<file path="src/rtl/grid_row_packer_if.sv">
// Byte-in / word-out handshake bundle for grid_row_packer.
// The slave modport is the packer side; the master modport is the feeder/consumer side.
interface grid_row_packer_if #(
    parameter int MODULAR_SIZE = 32
) ();
    logic [7:0]              in_byte;
    logic                    in_valid;
    logic                    in_ready;
    logic [MODULAR_SIZE-1:0] out_data;
    logic                    out_enable;

    modport master (
        output in_byte,
        output in_valid,
        input  in_ready,
        input  out_data,
        input  out_enable
    );

    modport slave (
        input  in_byte,
        input  in_valid,
        output in_ready,
        output out_data,
        output out_enable
    );
endinterface

</file>
<file path="src/rtl/grid_row_packer.sv">
// Parses an ASCII grid stream into guard-padded rows and emits each row MS word first.
// Optional GRID_ROW_PACKER_ROLLCOUNT_EN adds roll_total, a saturating count of in-grid '@' cells.
module grid_row_packer #(
    parameter int ROW_SIZE     = 160,
    parameter int MODULAR_SIZE = 32,
    parameter int GRID_COLS    = 139,
    parameter int GRID_ROWS    = 139
) (
    input  logic                clk,
    input  logic                reset,
    grid_row_packer_if.slave    bus,
    output logic [15:0]         row_count,
    output logic                done,
    output logic                err_overflow,
    output logic                err_char
`ifdef GRID_ROW_PACKER_ROLLCOUNT_EN
    ,
    output logic [15:0]         roll_total
`endif
);

    localparam int WORDS_PER_ROW = ROW_SIZE / MODULAR_SIZE;
    localparam int COL_W         = $clog2(GRID_COLS + 1);
    localparam int IDX_W         = $clog2(ROW_SIZE);
    localparam int WORD_W        = (WORDS_PER_ROW > 1) ? $clog2(WORDS_PER_ROW) : 1;

    localparam logic [COL_W-1:0]  COL_LIMIT = COL_W'(GRID_COLS);
    localparam logic [WORD_W-1:0] LAST_WORD = WORD_W'(WORDS_PER_ROW - 1);
    localparam logic [15:0]       ROW_LIMIT = 16'(GRID_ROWS);

    localparam logic [1:0] ST_FILL = 2'd0;
    localparam logic [1:0] ST_EMIT = 2'd1;
    localparam logic [1:0] ST_DONE = 2'd2;

    localparam logic [7:0] CH_AT  = 8'h40;
    localparam logic [7:0] CH_DOT = 8'h2E;
    localparam logic [7:0] CH_CR  = 8'h0D;
    localparam logic [7:0] CH_LF  = 8'h0A;

    logic [1:0]              state_q,     state_d;
    logic [ROW_SIZE-1:0]     row_q,       row_d;
    logic [COL_W-1:0]        col_q,       col_d;
    logic [WORD_W-1:0]       word_q,      word_d;
    logic [15:0]             row_count_q, row_count_d;
    logic                    done_q,      done_d;
    logic                    err_ovf_q,   err_ovf_d;
    logic                    err_char_q,  err_char_d;
    logic                    in_ready_q,  in_ready_d;
    logic                    out_en_q,    out_en_d;
    logic [MODULAR_SIZE-1:0] out_data_q,  out_data_d;
`ifdef GRID_ROW_PACKER_ROLLCOUNT_EN
    logic [15:0]             roll_q,      roll_d;
`endif

    logic                    take_s;
    logic [IDX_W-1:0]        cell_idx_s;
    logic [ROW_SIZE-1:0]     shifted_s;

    // Column c sits just below the guard bit; words are taken from the top of a shifted copy.
    assign take_s     = bus.in_valid && in_ready_q && (state_q == ST_FILL);
    assign cell_idx_s = IDX_W'(ROW_SIZE - 2) - IDX_W'(col_q);
    assign shifted_s  = row_q << (int'(word_q) * MODULAR_SIZE);

    // Next-state and datapath for the FILL / EMIT / DONE controller.
    always_comb begin
        state_d     = state_q;
        row_d       = row_q;
        col_d       = col_q;
        word_d      = word_q;
        row_count_d = row_count_q;
        done_d      = done_q;
        err_ovf_d   = err_ovf_q;
        err_char_d  = err_char_q;
        in_ready_d  = 1'b0;
        out_en_d    = 1'b0;
        out_data_d  = '0;
`ifdef GRID_ROW_PACKER_ROLLCOUNT_EN
        roll_d      = roll_q;
`endif
        case (state_q)
            ST_FILL: begin
                if (take_s) begin
                    case (bus.in_byte)
                        CH_AT, CH_DOT: begin
                            if (col_q < COL_LIMIT) begin
                                row_d[cell_idx_s] = (bus.in_byte == CH_AT);
                                col_d             = col_q + COL_W'(1);
`ifdef GRID_ROW_PACKER_ROLLCOUNT_EN
                                if ((bus.in_byte == CH_AT) && (roll_q != 16'hFFFF)) begin
                                    roll_d = roll_q + 16'd1;
                                end else begin
                                    roll_d = roll_q;
                                end
`endif
                            end else begin
                                err_ovf_d = 1'b1;
                            end
                        end
                        CH_CR: begin
                            state_d = ST_FILL;
                        end
                        CH_LF: begin
                            if (col_q != '0) begin
                                state_d = ST_EMIT;
                            end else begin
                                state_d = ST_FILL;
                            end
                        end
                        default: begin
                            err_char_d = 1'b1;
                        end
                    endcase
                end else begin
                    state_d = ST_FILL;
                end
                in_ready_d = (state_d == ST_FILL);
            end
            ST_EMIT: begin
                out_en_d   = 1'b1;
                out_data_d = shifted_s[ROW_SIZE-1 -: MODULAR_SIZE];
                if (word_q == LAST_WORD) begin
                    word_d      = '0;
                    row_d       = '0;
                    col_d       = '0;
                    row_count_d = row_count_q + 16'd1;
                    if (row_count_d == ROW_LIMIT) begin
                        state_d = ST_DONE;
                        done_d  = 1'b1;
                    end else begin
                        // in_ready stays low this edge so it never overlaps the last word
                        state_d = ST_FILL;
                    end
                end else begin
                    word_d = word_q + WORD_W'(1);
                end
            end
            ST_DONE: begin
                state_d = ST_DONE;
                done_d  = 1'b1;
            end
            default: begin
                state_d = ST_FILL;
            end
        endcase
    end

    // State and output registers with asynchronous active-low reset.
    always_ff @(posedge clk or negedge reset) begin
        if (!reset) begin
            state_q     <= ST_FILL;
            row_q       <= '0;
            col_q       <= '0;
            word_q      <= '0;
            row_count_q <= 16'd0;
            done_q      <= 1'b0;
            err_ovf_q   <= 1'b0;
            err_char_q  <= 1'b0;
            in_ready_q  <= 1'b0;
            out_en_q    <= 1'b0;
            out_data_q  <= '0;
`ifdef GRID_ROW_PACKER_ROLLCOUNT_EN
            roll_q      <= 16'd0;
`endif
        end else begin
            state_q     <= state_d;
            row_q       <= row_d;
            col_q       <= col_d;
            word_q      <= word_d;
            row_count_q <= row_count_d;
            done_q      <= done_d;
            err_ovf_q   <= err_ovf_d;
            err_char_q  <= err_char_d;
            in_ready_q  <= in_ready_d;
            out_en_q    <= out_en_d;
            out_data_q  <= out_data_d;
`ifdef GRID_ROW_PACKER_ROLLCOUNT_EN
            roll_q      <= roll_d;
`endif
        end
    end

    assign bus.in_ready   = in_ready_q;
    assign bus.out_enable = out_en_q;
    assign bus.out_data   = out_data_q;
    assign row_count      = row_count_q;
    assign done           = done_q;
    assign err_overflow   = err_ovf_q;
    assign err_char       = err_char_q;
`ifdef GRID_ROW_PACKER_ROLLCOUNT_EN
    assign roll_total     = roll_q;
`endif

endmodule
</file>
<file path="src/flat_wrapper.sv">
// flat-port wrapper written by rule: the top's interface ports become plain ports
module grid_row_packer_flat 
#(
    parameter int ROW_SIZE     = 160,
    parameter int MODULAR_SIZE = 32,
    parameter int GRID_COLS    = 139,
    parameter int GRID_ROWS    = 139
)
  (clk, reset, row_count, done, err_overflow, err_char, bus_in_byte, bus_in_valid, bus_in_ready, bus_out_data, bus_out_enable);
  grid_row_packer_if #(.MODULAR_SIZE(MODULAR_SIZE)) bus_i ();
  input  logic clk;
  input  logic reset;
  output logic [15:0] row_count;
  output logic done;
  output logic err_overflow;
  output logic err_char;
  input wire logic [$bits(bus_i.in_byte)-1:0] bus_in_byte;
  input wire logic [$bits(bus_i.in_valid)-1:0] bus_in_valid;
  output wire logic [$bits(bus_i.in_ready)-1:0] bus_in_ready;
  output wire logic [$bits(bus_i.out_data)-1:0] bus_out_data;
  output wire logic [$bits(bus_i.out_enable)-1:0] bus_out_enable;
  assign bus_i.in_byte = bus_in_byte;
  assign bus_i.in_valid = bus_in_valid;
  assign bus_in_ready = bus_i.in_ready;
  assign bus_out_data = bus_i.out_data;
  assign bus_out_enable = bus_i.out_enable;
  grid_row_packer #(.ROW_SIZE(ROW_SIZE), .MODULAR_SIZE(MODULAR_SIZE), .GRID_COLS(GRID_COLS), .GRID_ROWS(GRID_ROWS)) u_core (.clk(clk), .reset(reset), .bus(bus_i), .row_count(row_count), .done(done), .err_overflow(err_overflow), .err_char(err_char));
endmodule
</file>
<file path="config.mk">
export PLATFORM = sky130hd
export DESIGN_NAME = grid_row_packer_flat
export DESIGN_NICKNAME = d
export VERILOG_FILES = /design/src/rtl/grid_row_packer_if.sv /design/src/rtl/grid_row_packer.sv /design/src/flat_wrapper.sv
export SDC_FILE = /design/constraint.sdc
export NUM_CORES = 1
export LEC_CHECK = 0
export BUFFER_PORTS_ARGS = -buffer_cell sky130_fd_sc_hd__buf_2
export CORE_UTILIZATION = 30
export DETAILED_ROUTE_END_ITERATION = 6
export GPL_ROUTABILITY_DRIVEN = 0
export MAX_ROUTING_LAYER = met4
export SLEW_MARGIN = 25
export SYNTH_ARGS = -nofsm -noshare
export SYNTH_HDL_FRONTEND = slang
export SYNTH_SLANG_ARGS = --single-unit
</file>
<file path="constraint.sdc">
create_clock -name clk -period 5.6 [get_ports clk]
set_clock_uncertainty 0.2 [all_clocks]
set_input_delay 0.84 -clock clk [delete_from_list [all_inputs] [get_ports clk]]
set_output_delay 0.84 -clock clk [all_outputs]
set_load 0.02 [all_outputs]
</file>
==> run metrics <==
number of clock buffers inserted by TritonCTS=25; Max stage delay on crit path=0.77 ns; min Tclk post-route=3.66 ns; Core Footprint=37,600 um2; f_max=0.273 GHz; # IOs=64; clock tree from TritonCTS=built; most numerous cell in the Yosys netlist=dfrtp_1; total vias in the final route=8,810; Tcrit/Tclk final=65.4%; cell with the largest stage delay on the worst path=a21oi_2; synthesized area per cell=10.4 um2; Via-to-Cell Ratio=5.40; chain of cells forming the critical path=ha_1, nand3_1, xnor2_1, a21oi_2, nand2_1, o21ai_0; final setup vio count=0; cell count after synthesis=1,102; first-pass iteration count of the detailed router=7; fraction of power consumed by sequential logic=41.9%; area of the die=38,900 um2; setup repair after global routing missed its margin=false; highest ir drop seen on vdd=0.200 mV; area occupied by multi-input gates=5330 um2; number of synthesized flops with an enable pin=0; height of the die=197 um; most frequent cells after synthesis=dfrtp_1, nand2_1, clkbuf_1, o21ai_0, nor2_1; setup slack after placement=1.60 ns; relative contribution of the clock network to total power=41.0%; CTS Hold Buffers Added=0; width of the chip=197 um; switching power of the nets=0.00120 W; ys async rst share=100%; port bufs=63; total congestion overflow after global routing=0; worst-skew pair later-pin latency=0.53 ns; setup tns final=0 ns; post-synth top area share=49.4%; CP Data Required Time=5.82 ns; leakage dissipation=5.65 nW; remaining design rule violation count=0; number of inserted filler cells in the final layout=3,768; FF-to-FF Start=u_core.col_q[0]; Total Nets Final=1,127; power per cell area=311 nW/um2; yosys warns=0; type of destination of the critical path=flip-flop; run status=completed; critical path type=flip-flop to flip-flop; fraction of final layout cells sized beyond drive strength 1=15.5%; Max Transition Viols Final=0; ys flop type=dfrtp_1; Setup crit start kind=flip-flop; area growth from synthesis to layout=13.4%; Root Driver=clkbuf_16; placement row count=71; vias in the first global route=8,545; number of buffers on the longest clock path=3; Net Sw Frac=29.8%; post_cts resized=0; number of synthesized register bits=226; total length of routed wires=30.8 mm; final antenna diode count=0; half-perimeter wire length after detailed placement=18.4 mm; Final WS setup=1.94 ns; crit path max fanout=17; worst setup path startpoint=u_core.col_q[0]; area used by sequential logic in the layout=5660 um2; Setup Buffers After CTS=0; number of library cell types mapped by synthesis=60; initial antenna violation count=0; first-pass GRT wire length=49.7 mm; synthesized cell area=11,400 um2; routed wire length per instance=18.9 um; biggest area consumer among synthesized cells=dfrtp_1; register clock-pin slew on the reported worst setup and hold paths=0.06 ns; DRT iter0 DRCs=750; post-detailed-route count of antenna-violating nets=0; initial core utilization=30.5%; class of the tightest hold or removal check=primary input to asynchronous set/reset pin; CP delay by family, top=compound AO/OA/AOI/OAI gates; Least-Margin Pin Slew=1.07 ns; Sink Count=226; endpoints failing hold=0; Seq/Total Area, Yosys=49.4%; total power after layout=0.00404 W; headroom to the max-slew limit=28.8%; largest cells by area after synthesis=dfrtp_1, mux4_2, mux2i_1; pin count of the biggest net entering global routing=109; maxcap violations=0; Net Count, Synth=1,127; Total Routing Usage GR=16.5%; H-tree depth reported by CTS=1; fraction of power consumed by combinational cells=17.1%; Buffers & Inverters on Critical Path=0; data arrival time at the worst-slack endpoint=3.89 ns; P_int=0.00284 W
[area by class of cell]
class / instances / area share, %
sequential: 226 / 43.6
multi-input combinational: 751 / 41.1
clock buffer: 38 / 5.58
tap: 511 / 4.92
timing repair buffer: 84 / 3.72
clock inverter: 7 / 0.723
inverter: 14 / 0.405
[metal layers]
metal	share of wire [%]	vias up	global-route usage, %
li1	-	4069	-
met5	0	-	-
met3	3.8	42	1.59
met4	2.5	0	5.68
met1	46	4495	22.0
met2	48	204	26.3
[logic make-up (layout without fill, tap and decap cells)]
family | count (synthesis) | count (layout) | share of synthesized area [%]
adder cells (fa/ha/maj) | 14 | 14 | 1.53
multiplexers | 89 | 89 | 11.3
flip-flops | 226 | 226 | 49.4
AO/OA/AOI/OAI | 315 | 315 | 18.6
AND/OR/NAND/NOR | 305 | 305 | 12.7
XOR/XNOR | 28 | 28 | 2.14
buffers and inverters | 125 | 143 | 4.35
[state kept, by name (all words and copies together) (netlist names)]
name                   cells
u_core.row_count          16
u_core.err_char            1
u_core.bus.out_enable      1
u_core.done                1
u_core.col_q               8
u_core.word_q              3
u_core.bus.out_data       32
u_core.state_q             2
u_core.err_overflow        1
u_core.row_q             160
u_core.bus.in_ready        1
[metrics by stage]
step | cells | area [um2] | util, % | hold slack, ns
global route | 1631 | 13000 | 34.5 | 0.244
detailed placement | 1586 | 12200 | 32.4 | 0.260
finish | 1631 | 13000 | 34.5 | 0.177
CTS | 1631 | 13000 | 34.5 | 0.225
global placement | 1586 | 12200 | 32.4 | 0.254
floorplan | 1102 | 11400 | - | 0.254
[cell usage in the layout, fill, tap and decap left out, types with 32 or more instances in the layout]
cell	count
mux4_2	32
o21ai_0	80
nand2_1	97
nor2_1	69
buf_2	62
a21oi_1	36
nand3_1	60
dfrtp_1	225
o211ai_1	63
a22oi_1	32
o31ai_1	66
mux2i_1	56
[worst paths after layout]
| path | end | slack, ns | depth (start not counted) |
|---|---|---|---|
| max | u_core.row_q[133] | 1.94 | 6 |
| min | u_core.bus.out_data[5] | 0.18 | 1 |
| max reg2reg | u_core.row_q[133] | 1.94 | 6 |
| min reg2reg | u_core.err_char | 0.27 | 1 |
| max in group asynchronous | u_core.row_q[146] | 3.86 | 2 |
| min in group clk | u_core.err_char | 0.27 | 1 |
[power groups by stage]
| stage | combinational (W) | sequential, W | clock, W |
|---|---|---|---|
| final | 0.000689 | 0.00169 | 0.00166 |
| after CTS | 0.000697 | 0.00169 | 0.00170 |
| after floorplan | 0.000451 | 0.00173 | 0 |
| after detailed placement | 0.000695 | 0.00172 | 0 |
| after global placement | 0.000691 | 0.00172 | 0 |
| after global routing | 0.000753 | 0.00170 | 0.00176 |
Power figures use the tool's default switching activity.
